## src/rtl/interval_timer.sv

```systemverilog
// interval_timer: seconds countdown for the traffic FSM timer interface, programmable durations; EXPIRE_HOLD_EN holds expired until next start
module interval_timer #(
   parameter int TICKS_PER_SEC = 50_000_000,
   parameter int CNT_W         = 4,
   parameter int DEF_BASE      = 6,
   parameter int DEF_EXT       = 3,
   parameter int DEF_YEL       = 2
) (
   input  logic             clk,
   input  logic             Reset_n,
   input  logic             start_timer,
   input  logic [1:0]       interval,
   input  logic             Prog_Sync,
   input  logic [1:0]       Time_Param_Sel,
   input  logic [CNT_W-1:0] Time_Value,
   output logic             expired,
   output logic             busy,
   output logic [CNT_W-1:0] time_left
);
   localparam int PW = $clog2(TICKS_PER_SEC + 1);
   localparam logic [PW-1:0] PMAX = PW'(TICKS_PER_SEC - 1);
   typedef enum logic {IDLE, RUN} state_t;
   state_t state, state_nx;
   logic [PW-1:0] presc;
   logic [CNT_W-1:0] t_base, t_ext, t_yel, sel_dur;
   logic tick, fin;
   assign tick    = state == RUN && presc == PMAX;
   assign fin     = tick && time_left <= CNT_W'(1) && !start_timer;
   assign sel_dur = interval == 2'b01 ? t_ext : interval == 2'b10 ? t_yel : t_base;
   assign busy    = state == RUN;
   // programmable durations; zero values and the unused select are dropped
   always_ff @(posedge clk or negedge Reset_n)
      if (!Reset_n) begin
         t_base <= CNT_W'(DEF_BASE);
         t_ext  <= CNT_W'(DEF_EXT);
         t_yel  <= CNT_W'(DEF_YEL);
      end else if (Prog_Sync && Time_Value != '0) begin
         if (Time_Param_Sel == 2'b00) t_base <= Time_Value;
         if (Time_Param_Sel == 2'b01) t_ext  <= Time_Value;
         if (Time_Param_Sel == 2'b10) t_yel  <= Time_Value;
      end
   // next state: start from anywhere wins over the final tick
   always_comb begin
      state_nx = state;
      if (start_timer) state_nx = RUN;
      else if (fin) state_nx = IDLE;
   end
   // state, prescaler, countdown and expiry flag
   always_ff @(posedge clk or negedge Reset_n)
      if (!Reset_n) begin
         state     <= IDLE;
         presc     <= '0;
         time_left <= '0;
         expired   <= 1'b0;
      end else begin
         state     <= state_nx;
         presc     <= (start_timer || tick || state != RUN) ? '0 : presc + PW'(1);
         time_left <= start_timer ? sel_dur : (tick && time_left != '0) ? time_left - CNT_W'(1) : time_left;
`ifdef EXPIRE_HOLD_EN
         expired   <= start_timer ? 1'b0 : fin ? 1'b1 : expired;
`else
         expired   <= fin;
`endif
      end
endmodule

```

## config.mk

```make
export PLATFORM = sky130hd
export DESIGN_NAME = interval_timer
export DESIGN_NICKNAME = d
export VERILOG_FILES = /design/src/rtl/interval_timer.sv
export SDC_FILE = /design/constraint.sdc
export NUM_CORES = 1
export LEC_CHECK = 0
export ABC_AREA = 1
export ABC_CLOCK_PERIOD_IN_PS = 2029
export CAP_MARGIN = 25
export CORE_UTILIZATION = 37
export DETAILED_ROUTE_END_ITERATION = 6
export PLACE_DENSITY = 0.51
export RECOVER_POWER = 25
export SKIP_LAST_GASP = 1
export SLEW_MARGIN = 20
export SYNTH_ARGS = -nofsm -noshare
export SYNTH_HDL_FRONTEND = slang
export SYNTH_SLANG_ARGS = --single-unit
```

## constraint.sdc

```tcl
create_clock -name clk -period 2.03 [get_ports clk]
set_clock_uncertainty 0.05 [all_clocks]
set_input_delay 0.609 -clock clk [delete_from_list [all_inputs] [get_ports clk]]
set_output_delay 0.609 -clock clk [all_outputs]
set_load 0.03 [all_outputs]
```

-- After elaboration in Yosys (flattened, before gate mapping)
Index checks and enable logic that the tools add are counted.
- register bits after elaboration: 44
- latch bits: 0
- RAM bits: 0
- memory bits (read-only): 0
- input bits: 12
- output and inout bits: 6
- memories: 0
- $add $sub $neg: 2
- multipliers: 0
- divide/modulo/power cells: 0
- magnitude comparators: 1
- eq/ne operators: 5
- shift-type cells: 0
- multiplexer cells: 7
- bitwise gates (word level): 1
- reductions and logical operators: 16
- operator list (kind ; number):
    $add 26x1->26 const B ; 1
    $eq 26x26->1 const B ; 1
    $mux 26 ; 1
    $mux 4 ; 4
    $reduce_bool 4->1 ; 2
    $reduce_and 2->1 ; 3
    $logic_and 1x1->1 ; 5
    $eq 2x1->1 const B ; 2
    $eq 2x2->1 const B ; 2
    $le 4x1->1 const B ; 1
    $reduce_bool 2->1 ; 2
    $sub 4x1->4 const B ; 1
    $logic_not 2->1 ; 1
    $logic_or 1x1->1 ; 2
    $mux 1 ; 2
    $logic_not 1->1 ; 1
    $not 1->1 ; 1

-- Depth between registers and ports, before layout
- depth in word-level cells: 6
- gate-level depth with buffers: 9
- depth with buffers taken out: 9

-- Worst setup path before layout
OpenSTA, ideal clock, no wires.
- kind: reg-to-reg
- from: register presc[0]
- to: register presc[4]
- library setup time: 0.121 ns
- arrival: 1.270 ns
- slack: 0.588 ns
- cell stages (with the launch flop): 10
- path buffers: 1
- period minus slack after synthesis: 1.442 ns
- cells stage by stage: dfrtp_1 -> ha_1 -> nand3_1 -> inv_2 -> nand2_1 -> nor2_1 -> nand2_2 -> nand2_4 -> buf_6 -> nor2_1
- word-level cells in the longest chain between the ends: 5
- elaborated cells between the ends (all ways): 6
- those cells by class: add/sub (1); eq/ne (1); mux (1); reduce/logical (3)
- RTL lines (element ; RTL line ; text):
    start: declaration ; 24 ; logic [PW-1:0] presc;
    start signal: assignment ; 57 ; presc <= (start_timer || tick || state != RUN) ? '0 : presc + PW'(1);
    parallel branches: the longest is 4 deep, another holds $add 26x1->26 ; n/a ;
    $mux 26 (*) ; 57 ;
Every way passes the cells marked *.
A chain may end at the register's enable or synchronous reset.

-- Worst setup path in the final report
- from: register expired
- to: output expired
- RTL lines (element ; RTL line ; text):
    start: declaration ; 16 ; output logic expired,
    start signal: assignment ; 62 ; expired <= fin;
No word-level cell between the ends.

==> impl_results.md <==
- Initial DRT Pass Iterations: 4
- Via density per instance: 4.64
- Grt met2 use: 27.9%
- Max Slew Vio Count: 0
- Layout cell share with drive strength beyond 1: 10.6%
- Vias in the first global route: 2187
- Delay-heaviest family, CP: buffers and inverters
- Rel. slew slack: 25.3%
- Number of port buffers: 17
- Final setup TNS: 0 ps
- Drt drc: 0
- Buf/Inv on CP: 1
- Seq/Total Area, Yosys: 43.0%
- Grt met3 use: 3.02%
- RSZ-0062 raised after global routing: false
- Status: finished, final reports clean
- Hold_ws: 417 ps
- Slew @ Worst Pin: 1120 ps
- CP max FO: 1
- Die Width: 85.4 µm
- Cell Rows: 30
- Largest net degree at the start of global routing: 45
- CP Capture Type: primary output
- CP Cell Sequence: clkdlybuf4s50_1
- Internal power: 1.43 mW
- Hold-fix buffers, CTS: 0
- Final WL: 5.91 mm
- # H-tree levels: 2
- Routed vias: 2210
- Mapped Area: 0.00257 mm²
- WL/cell: 12.4 µm
- CP startpoint kind: flip-flop
- TritonCTS Buffers: 5
- Fin crit share: 96.3%
- Slowest cell on crit path: clkdlybuf4s50_1
- FMAX: 512 MHz
- Syn Area/Cell: 7.09 µm²
- Final setup fails: 0
- Final hold violations: 0
- Clk sinks: 44
- Sw Ratio: 28.3%
- Final min period: 1950 ps
- Busiest grt layer: met2
- Clk_lat worst skew: 310 ps
- Gate power share: 14.7%
- Min-delay worst type: flip-flop to flip-flop
- Ports: 18
- Clk pin slew, worst setup/hold paths: 90 ps
- Post-synthesis cell type count: 25
- Sequential Power Share: 49.6%
- YS warnings: 0
- Die area: 0.00729 mm²
- Antenna violations before repair: 0
- # resized after CTS: 5
- GRT Util Overall: 18.5%
- Post-DP HPWL: 4.47 mm
- Longest Clk Path Bufs: 2
- Met1 usage: 27.1%
- Register bit total from synthesis: 44
- Peak VDD IR: 0.000277 V
- Clock tree from TritonCTS: yes
- Final ANT Viol Nets: 0
- Switch Pwr: 0.567 mW
- Initial Util: 38.1%
- First-pass GRT wire length: 10.5 mm
- Post-CTS setup buffers: 0
- Fill cells: 732
- Overall power: 2.00 mW
- Final std cells w/o fill: 476
- Layout Utilization: 44.4%
- Max Cap Violations: 0
- DR iter-0 viols: 119
- Placed Instances: 468
- Syn Nets: 379
- Chip Height: 85.4 µm
- GRT overflow: 0
- Cell count after synthesis: 363
- Leakage: 1.31 nW
- Critical Path AT: 1300 ps
- Max stage delay on crit path: 660 ps
- Total Nets Final: 411
- Worst setup path category: flip-flop to primary output
- Area Growth Syn to Fin: 16.5%
- Ant diodes: 0
- Std-Cell Core Area: 0.00676 mm²
- WP data required: 1370 ps
- RePlAce Congestion: 0.898
- Power Density: 667 mW/mm²
- CTS Root Cell: clkbuf_8
- Clock Power Share: 35.7%
-- routing by layer --
metal  vias up  wire [µm]
met5         -          0
met4         0         74
met3         6        115
met2        18       2490
met1      1009       3230
li1       1177          -
-- area by class of cell --
class | instances | area, µm² | share of cell area, %
inverters | 45 | 169 | 5.63
multi-input cells | 272 | 1270 | 42.5
flip-flops and latches | 44 | 1110 | 36.9
well taps | 80 | 100 | 3.34
clock inverters | 3 | 46.3 | 1.54
repair buffers | 27 | 231 | 7.72
clock buffers | 5 | 68.8 | 2.30
-- path summary, 6_finish.rpt --
| path | start | end | slack [ps] | cells past startpoint |
|---|---|---|---|---|
| worst max-delay path | expired | expired | 80 | 1 |
| worst min-delay path | presc[0] | presc[0] | 420 | 1 |
| worst max register to register | presc[0] | presc[20] | 300 | 8 |
| worst min register to register | presc[0] | presc[0] | 420 | 1 |
| max in group asynchronous | Reset_n | presc[14] | 710 | 2 |
| min in group asynchronous | Reset_n | presc[18] | 540 | 2 |
-- placed cells by master (no fill, tap or decap), drive strengths merged, types with 2 or more instances in the layout --
cell | synthesis | routed
xnor2 | 4 | 4
nor2 | 84 | 84
nand4 | 3 | 3
dlygate4sd2 | 0 | 5
inv | 44 | 45
buf | 2 | 10
nand3 | 19 | 19
o21ai | 26 | 26
dfstp | 5 | 5
ha | 4 | 4
o211ai | 2 | 2
a21oi | 2 | 2
clkdlybuf4s50 | 0 | 11
nand2 | 113 | 113
xor2 | 10 | 10
clkbuf | 0 | 6
nor3 | 2 | 2
dfrtp | 39 | 39
-- registers in the layout, indices dropped and copies added, names as in the netlist --
name	count
time_left	4
t_yel	4
busy	1
t_ext	4
expired	1
presc	26
t_base	4
-- Yosys cell counts, drive strengths merged --
library cell  count  area, µm²
nand2           113        442
nor2             84        345
inv              44        165
dfrtp            39        976
o21ai            26        130
nand3            19        100
xor2             10       87.6
dfstp             5        131
ha                4       50.1
xnor2             4       35.0
nand4             3       18.8
a21oi             2       10.0
buf               2       22.5
nor3              2       20.0
o211ai            2       15.0
a21boi            1       7.51
and2              1       6.26
clkinv            1       3.75
nand3b            1       7.51
-- power groups by stage --
stage / Sequential [mW] / Clock (mW) / Combinational, mW
final: 0.992 / 0.714 / 0.293
after global routing: 1.00 / 0.763 / 0.339
after CTS: 0.993 / 0.735 / 0.303
after detailed placement: 1.01 / 0 / 0.313
after global placement: 1.01 / 0 / 0.312
after floorplan: 1.03 / 0 / 0.151
-- logic make-up (layout without fill, tap and decap cells) --
group | Yosys count | in the layout | synth area share, %
AOI/OAI and AO/OA | 31 | 31 | 6.32
xor gates and xnor gates | 14 | 14 | 4.76
adders and majority gates | 4 | 4 | 1.94
buffers and inverters | 47 | 80 | 7.44
DFF | 44 | 44 | 43.0
and+or+nand+nor | 223 | 223 | 36.5
-- per-stage QoR --
stage / worst slack [ps] / area [µm²]
6_report: 75.5 / 3000
5_1_grt: 29.3 / 3000
4_1_cts: 64.7 / 3010
3_5_place_dp: 8.59 / 2900
3_3_place_gp: 14.2 / 2900
2_1_floorplan: 588 / 2570
Note: power is estimated with default switching activity, not from simulation.
